$ cat config.mk
export PLATFORM = sky130hd
export DESIGN_NAME = nrs_ls_estimator
export DESIGN_NICKNAME = d
export VERILOG_FILES = /design/src/rtl/nrs_ls_estimator.sv
export SDC_FILE = /design/constraint.sdc
export NUM_CORES = 1
export LEC_CHECK = 0
export BUFFER_PORTS_ARGS = -buffer_cell sky130_fd_sc_hd__buf_2
export CAP_MARGIN = 40
export CORE_ASPECT_RATIO = 0.75
export CORE_MARGIN = 3
export CORE_UTILIZATION = 29
export DETAILED_ROUTE_END_ITERATION = 7
export SLEW_MARGIN = 20
export SYNTH_ARGS = -nofsm -noshare
export SYNTH_HDL_FRONTEND = slang
export SYNTH_SLANG_ARGS = --single-unit
$ cat constraint.sdc
create_clock -name clk -period 7.27 [get_ports clk]
set_input_delay 0.3635 -clock clk [delete_from_list [all_inputs] [get_ports clk]]
set_output_delay 0.3635 -clock clk [all_outputs]
set_load 0.02 [all_outputs]
$ cat src/rtl/nrs_ls_estimator.sv
// NRS least-squares channel estimator: derotates each received NRS RE by the
// conjugate of its unit-amplitude reference symbol and averages the subframe.
// Ports:
//   clk, rst                 clock, synchronous active-high reset
//   start                    begins one subframe (honoured in IDLE only)
//   rx_valid/rx_ready        received sample handshake, rx_re/rx_im samples
//   rd_addr_est, nrs_est     NRS value read port (1-cycle synchronous read)
//   h_valid, h_re/h_im/h_idx per-RE estimate
//   mean_valid, mean_re/im   subframe mean estimate
//   busy                     high whenever the FSM is not IDLE
module nrs_ls_estimator #(
    parameter int RE_W          = 16,
    parameter int NRS_WIDTH_R_I = 16,
    parameter int LINES         = 4
) (
    input  logic                     clk,
    input  logic                     rst,
    input  logic                     start,
    input  logic                     rx_valid,
    input  logic signed [RE_W-1:0]   rx_re,
    input  logic signed [RE_W-1:0]   rx_im,
    output logic                     rx_ready,
    output logic [LINES-1:0]         rd_addr_est,
    input  logic [NRS_WIDTH_R_I-1:0] nrs_est,
    output logic                     h_valid,
    output logic signed [RE_W:0]     h_re,
    output logic signed [RE_W:0]     h_im,
    output logic [LINES-1:0]         h_idx,
    output logic                     mean_valid,
    output logic signed [RE_W:0]     mean_re,
    output logic signed [RE_W:0]     mean_im,
    output logic                     busy
);

    localparam int HW = RE_W + 1;
    localparam int AW = RE_W + LINES + 1;

    typedef enum logic [1:0] {
        S_IDLE,
        S_RUN,
        S_DRAIN,
        S_DONE
    } state_t;

    state_t r_state;
    state_t w_next;

    logic [LINES-1:0]       r_cnt;
    logic                   r_v1;
    logic signed [RE_W-1:0] r_d1_re;
    logic signed [RE_W-1:0] r_d1_im;
    logic [LINES-1:0]       r_d1_idx;
    logic                   r_v2;
    logic signed [RE_W-1:0] r_d2_re;
    logic signed [RE_W-1:0] r_d2_im;
    logic [LINES-1:0]       r_d2_idx;
    logic                   r_sr;
    logic                   r_si;
    logic signed [AW-1:0]   r_acc_re;
    logic signed [AW-1:0]   r_acc_im;
    logic                   r_h_valid;
    logic signed [HW-1:0]   r_h_re;
    logic signed [HW-1:0]   r_h_im;
    logic [LINES-1:0]       r_h_idx;
    logic                   r_mean_valid;
    logic signed [HW-1:0]   r_mean_re;
    logic signed [HW-1:0]   r_mean_im;

    logic                   w_accept;
    logic                   w_last;
    logic                   w_finish;
    logic signed [HW-1:0]   w_re_x;
    logic signed [HW-1:0]   w_im_x;
    logic signed [HW-1:0]   w_sr_re;
    logic signed [HW-1:0]   w_si_im;
    logic signed [HW-1:0]   w_sr_im;
    logic signed [HW-1:0]   w_si_re;
    logic signed [HW-1:0]   w_h_re;
    logic signed [HW-1:0]   w_h_im;

    assign w_accept = rx_valid && (r_state == S_RUN);
    assign w_last   = w_accept && (r_cnt == {LINES{1'b1}});
    // Pipeline empty while draining: the final h has already been summed.
    assign w_finish = (r_state == S_DRAIN) && !r_v1 && !r_v2;

    always_ff @(posedge clk) begin
        if (rst) begin
            r_state <= S_IDLE;
        end else begin
            r_state <= w_next;
        end
    end

    always_comb begin
        w_next = r_state;
        case (r_state)
            S_IDLE:  if (start) w_next = S_RUN;
            S_RUN:   if (w_last) w_next = S_DRAIN;
            S_DRAIN: if (w_finish) w_next = S_DONE;
            S_DONE:  w_next = S_IDLE;
            default: w_next = S_IDLE;
        endcase
    end

    // Unit-amplitude NRS: multiplying by conj(nrs) reduces to sign flips.
    assign w_re_x  = {r_d2_re[RE_W-1], r_d2_re};
    assign w_im_x  = {r_d2_im[RE_W-1], r_d2_im};
    assign w_sr_re = r_sr ? -w_re_x : w_re_x;
    assign w_si_im = r_si ? -w_im_x : w_im_x;
    assign w_sr_im = r_sr ? -w_im_x : w_im_x;
    assign w_si_re = r_si ? -w_re_x : w_re_x;
    assign w_h_re  = w_sr_re + w_si_im;
    assign w_h_im  = w_sr_im - w_si_re;

    always_ff @(posedge clk) begin
        if (rst) begin
            r_cnt        <= '0;
            r_v1         <= 1'b0;
            r_d1_re      <= '0;
            r_d1_im      <= '0;
            r_d1_idx     <= '0;
            r_v2         <= 1'b0;
            r_d2_re      <= '0;
            r_d2_im      <= '0;
            r_d2_idx     <= '0;
            r_sr         <= 1'b0;
            r_si         <= 1'b0;
            r_acc_re     <= '0;
            r_acc_im     <= '0;
            r_h_valid    <= 1'b0;
            r_h_re       <= '0;
            r_h_im       <= '0;
            r_h_idx      <= '0;
            r_mean_valid <= 1'b0;
            r_mean_re    <= '0;
            r_mean_im    <= '0;
        end else begin
            // Stage 1: capture the sample; its address stays on the read
            // port until this edge, so the NRS word arrives one cycle later.
            r_v1 <= w_accept;
            if (w_accept) begin
                r_d1_re  <= rx_re;
                r_d1_im  <= rx_im;
                r_d1_idx <= r_cnt;
                r_cnt    <= r_cnt + 1'b1;
            end

            // Stage 2: pair the sample with its NRS sign bits.
            r_v2 <= r_v1;
            if (r_v1) begin
                r_d2_re  <= r_d1_re;
                r_d2_im  <= r_d1_im;
                r_d2_idx <= r_d1_idx;
                r_sr     <= nrs_est[NRS_WIDTH_R_I-1];
                r_si     <= nrs_est[NRS_WIDTH_R_I/2-1];
            end

            // Stage 3: publish h and fold it into the running sums.
            r_h_valid <= r_v2;
            if (r_v2) begin
                r_h_re   <= w_h_re;
                r_h_im   <= w_h_im;
                r_h_idx  <= r_d2_idx;
                r_acc_re <= r_acc_re + {{(AW-HW){w_h_re[HW-1]}}, w_h_re};
                r_acc_im <= r_acc_im + {{(AW-HW){w_h_im[HW-1]}}, w_h_im};
            end

            if ((r_state == S_IDLE) && start) begin
                r_cnt    <= '0;
                r_acc_re <= '0;
                r_acc_im <= '0;
            end

            // Mean is registered on entry to DONE so its pulse spans DONE.
            r_mean_valid <= w_finish;
            if (w_finish) begin
                r_mean_re <= HW'(r_acc_re >>> LINES);
                r_mean_im <= HW'(r_acc_im >>> LINES);
            end
        end
    end

    assign rx_ready    = (r_state == S_RUN);
    assign rd_addr_est = r_cnt;
    assign busy        = (r_state != S_IDLE);
    assign h_valid     = r_h_valid;
    assign h_re        = r_h_re;
    assign h_im        = r_h_im;
    assign h_idx       = r_h_idx;
    assign mean_valid  = r_mean_valid;
    assign mean_re     = r_mean_re;
    assign mean_im     = r_mean_im;

endmodule
# [Word level (Yosys, flattened, before mapping)]
# Index checks and enable logic that the tools add are counted.
[totals] out_inout_bits=80 inputBits=52 ff_bits=198
[op_classes] n_reduce_logical=11 n_addsub=7 muxes=8 n_eq_ne=7
[op_table] op="two-way mux 17 bit" count=4
[op_table] op="adder 21 bit" count=2
[op_table] op="negator 16 -> 17 bit" count=2
[op_table] op="adder 17 bit" count=1
[op_table] op="subtractor 17 bit" count=1
[op_table] op="case mux 2 bit (4 select lines)" count=1
[op_table] op="two-way mux 2 bit" count=3
[op_table] op="logical AND 1 bit" count=5
[op_table] op="adder 4 x 1 -> 4 bit (second input constant)" count=1
[op_table] op="== test 2 bit (second input constant)" count=2
[op_table] op="== test 4 bit (second input constant)" count=1
[op_table] op="inequality test 2 bit (second input constant)" count=2
[op_table] op="AND reduction 3 bit" count=1
[op_table] op="== test 2 x 1 -> 1 bit (second input constant)" count=1
[op_table] op="zero test 1 bit" count=2
[op_table] op="zero test 2 bit" count=1
[op_table] op="inequality test 2 x 1 -> 1 bit (second input constant)" count=1
[op_table] op="nonzero test 2 bit" count=1
[op_table] op="OR reduction 2 bit" count=1

# [Depth between registers and ports, before layout]
[depth] ltp_word=5 depth_mapped=27 mapped_depth_nobuf=24

# [Worst setup path before layout]
# No wires, ideal clock.
[synth_timing] path_kind="register to register" from="register r_d2_im[0]" to="register r_acc_re[20]" slack_ns=2.030 stages_incl_launch_ff=22 required_ns=7.154 synth_period_minus_slack_ns=5.240 arrival_ns=5.124 path_buffers=0 path_cell_list="dfxtp_1 inv_1 ha_1 or3b_1 or2_1 or3_1 or3_1 nand2_1 xnor2_1 ha_1 a21o_1 a221oi_1 a21boi_0 xnor2_1 ha_1 and4_1 or4b_1 o311ai_0 nor2_1 xnor2_1 a21oi_1 a31o_1"
[synth_via] elab_chain_cells=4
[synth_lines] item="from (decl)" line_no="55" source="logic signed [RE_W-1:0] r_d2_im;"
[synth_lines] item="from (signal assigned)" line_no="152" source="r_d2_im <= r_d1_im;"
[synth_lines] item="negator 16 -> 17 bit" line_no="109" source="assign w_si_im = r_si ? -w_im_x : w_im_x;"
[synth_lines] item="two-way mux 17 bit (*)" line_no="109"
[synth_lines] item="adder 17 bit (*)" line_no="112" source="assign w_h_re = w_sr_re + w_si_im;"
[synth_lines] item="named net w_h_re[16]" line_no="78" source="logic signed [HW-1:0] w_h_re;"
[synth_lines] item="adder 21 bit (*)" line_no="164" source="r_acc_re <= r_acc_re + {{(AW-HW){w_h_re[HW-1]}}, w_h_re};"
[synth_lines] item="to (signal assigned)" line_no="164"
[synth_lines] item="to (decl)" line_no="59" source="logic signed [AW-1:0] r_acc_re;"
# Mark *: on every way through the listed nets, which the timed path passes. The rest lies on a longest branch.
# A chain may end at the register's enable or synchronous reset.

# [Worst setup path in the final report]
# Ends and elaborated chain as after synthesis.

==> results.tsv <==
metric	value	unit
outcome	finished clean	
Critical Path Sink Type	flop	
Total Neg Setup Slack	0	ns
slowest CP cell	or3b_1	
EDFF count, synth	0	
ANT nets after route	0	
FP Rows	62	
die footprint	42600	sq um
commonest non-fill, non-tap cell in the layout	nand2_1	
Buffers & Inverters on Critical Path	2	
Mapped Nets	1572	
CP peak stage delay	0.47	ns
Core Area	38900	sq um
fmax	170	MHz
first-pass GRT wire length	51900	um
postcts setup bufs	0	
area growth from synthesis to layout	14.1	%
Num Clock Sinks	197	
wire per inst	15.9	um
crit path launch type	flop	
Mapped Cells	1433	
pwr dens	206	nW/um^2
Max FO, Critical Path	7	
largest net degree at the start of global routing	87	
VDD IR max	132	uV
DRC	0	
Final Slew Violations	0	
RePlAce Congestion	0.871	
crit-path leading delay family	simple AND/OR/NAND/NOR gates	
RSZ-0062 raised after global routing	no	
Total Routing Usage GR	15.0	%
vias post-DR	9991	
final setup violation count	0	
Rel. slew slack	42.0	%
Worst-Margin Slew	0.848	ns
Worst-Skew Late Latency	0.46	ns
Period minus WS final	5.89	ns
Seq/Total Area, Yosys	33.8	%
cts hold-fix bufs	0	
n_diodes	0	
Overflow after GRT	0	
PortBufs	117	
hpwl dp	24700	um
library cells used by synthesis	69	
final clock skew	0.0163	ns
clock-pin slew on the worst setup and hold paths	0.08	ns
critical-path cell list	inv_1 > ha_1 > or3b_1 > or2_1 > or3_1 > or3_1 > nand2_1 > xnor2_1 > ha_1 > a21o_1 > a221oi_1 > a21boi_0 > xnor2_1 > clkbuf_4 > ha_1 > and4_1 > or4b_1 > o311ai_0 > nor2_1 > xnor2_1 > a21oi_1 > a31o_1	
Setup CP Type	reg2reg	
CTS resizes	0	
Die Y	180	um
die width	237	um
final hold violations	0	
Initial Utilization	29.9	%
Clock Tree Root	clkbuf_16	
Nets	1644	
most frequent cells in the layout	240 x nand2_1, 195 x dfxtp_1, 140 x nor2_1	
Synth Register Bits	197	
reg-to-reg slack, setup	1.38	ns
Post-Syn Area per Cell	8.13	sq um
share of cells above drive strength 1	11.7	%
Post-Syn Area	11700	sq um
synth warn	0	
TritonCTS Buffers	17	
CTS tree	built	
DRT Wirelength	32300	um
io pins	132	
ys flop type	dfxtp_1	
DRT Pass-1 Iters	5	
Tcrit/Tclk final	81.0	%
vias in the first global route	9432	
async set-reset flop share out of synthesis	0	%
DRT iter0 DRCs	593	
initial antenna violation count	0	
clock buffer depth	2	
DR vias/cell	4.92	
Final Util	34.1	%
Data required, critical path	7.62	ns
static leakage	0.00542	uW
H-Tree Depth	4	
crit path DAT	6.23	ns
worst hold path class	in2reg	
maxcap violations	0	
power by group:
| group | switching (uW) | leakage (uW) | total [uW] | internal [uW] |
|---|---|---|---|---|
| logic | 405 | 0.00355 | 623 | 218 |
| registers | 40.3 | 0.00159 | 1160 | 1120 |
| clock network | 464 | 0.000281 | 956 | 493 |
Yosys cell counts, types with 8 or more instances:
| cell type | number | area [sq um] |
|---|---|---|
| inv_1 | 26 | 97.6 |
| nand2b_1 | 21 | 131 |
| nor2_1 | 140 | 526 |
| o21a_1 | 16 | 120 |
| o21ai_0 | 58 | 290 |
| a21oi_1 | 138 | 691 |
| a21o_1 | 23 | 173 |
| a211oi_1 | 12 | 90.1 |
| or3_1 | 19 | 119 |
| dfxtp_1 | 197 | 3940 |
| ha_1 | 83 | 1040 |
| nand2_1 | 240 | 901 |
| mux2i_1 | 90 | 901 |
| nor3b_1 | 8 | 60.1 |
| nand4_1 | 9 | 56.3 |
| clkbuf_1 | 53 | 199 |
| o21bai_1 | 12 | 90.1 |
| nand3_1 | 24 | 120 |
| xnor2_1 | 83 | 727 |
| buf_1 | 19 | 71.3 |
| nor3_1 | 12 | 60.1 |
| xor2_1 | 35 | 307 |
| nor2b_1 | 12 | 75.1 |
cells by family (layout without fill, tap and decap cells):
| group | Yosys count | in the layout | synth area share (%) |
|---|---|---|---|
| AOI/OAI and AO/OA | 316 | 316 | 16.3 |
| DFF | 197 | 197 | 33.8 |
| xor gates and xnor gates | 119 | 119 | 9.01 |
| adders and majority gates | 87 | 87 | 9.60 |
| buffers and inverters | 105 | 189 | 3.61 |
| muxes | 91 | 91 | 7.83 |
| and+or+nand+nor | 518 | 518 | 19.8 |
through the flow:
stage	instances	instance area [sq um]	setup WS (ns)	hold WS [ns]	total power, uW
after floorplan	1433	11700	2.03	0.436	1630
after global placement	1995	12700	1.29	0.441	1790
after detailed placement	1995	12700	1.29	0.445	1800
after CTS	2026	13200	1.29	0.123	2770
after global routing	2029	13300	0.899	0.124	2890
final	2029	13300	1.38	0.144	2740
state kept, by name (all words and copies together) (netlist names):
signal	cells
h_idx	4
h_im	16
h_re	17
h_valid	1
mean_im	17
mean_re	17
mean_valid	1
r_acc_im	21
r_acc_re	21
r_d1_idx	4
r_d1_im	16
r_d1_re	16
r_d2_idx	4
r_d2_im	16
r_d2_re	16
r_si	1
r_sr	1
r_state	2
r_v1	1
r_v2	1
rd_addr_est	4
worst reg2reg max path, stage by stage, from the launching register on:
cell      delay (ns)
dfxtp_1         0.36
inv_1           0.10
ha_1            0.18
or3b_1          0.47
or2_1           0.32
or3_1           0.41
or3_1           0.34
nand2_1         0.09
xnor2_1         0.15
ha_1            0.31
a21o_1          0.20
a221oi_1        0.27
a21boi_0        0.26
xnor2_1         0.10
clkbuf_4        0.20
ha_1            0.40
and4_1          0.26
or4b_1          0.46
o311ai_0        0.29
nor2_1          0.09
xnor2_1         0.19
a21oi_1         0.10
a31o_1          0.22
layer usage:
layer	routed length (um)	track usage [%]
met4	393	3.65
met3	1080	2.93
met1	16300	21.4
met5	0	0
met2	14600	23.3
final cells by class:
cell class                      instances  area [sq um]
Fill cell                            4093         25600
Multi-Input combinational cell       1131          7290
Sequential cell                       197          3950
Timing Repair Buffer                  132           741
Tap cell                              512           641
Clock buffer                           18           439
Clock inverter                         13           139
Inverter                               26          97.6
worst paths after layout:
| kind | from | to | cells past startpoint |
|---|---|---|---|
| max | r_d2_im[0] | r_acc_re[20] | 22 |
| min | rx_im[9] | r_d1_im[9] | 3 |
| max reg2reg | r_d2_im[0] | r_acc_re[20] | 22 |
| min reg2reg | mean_re[12] | mean_re[12] | 2 |
(Power assumes the default switching activity.)
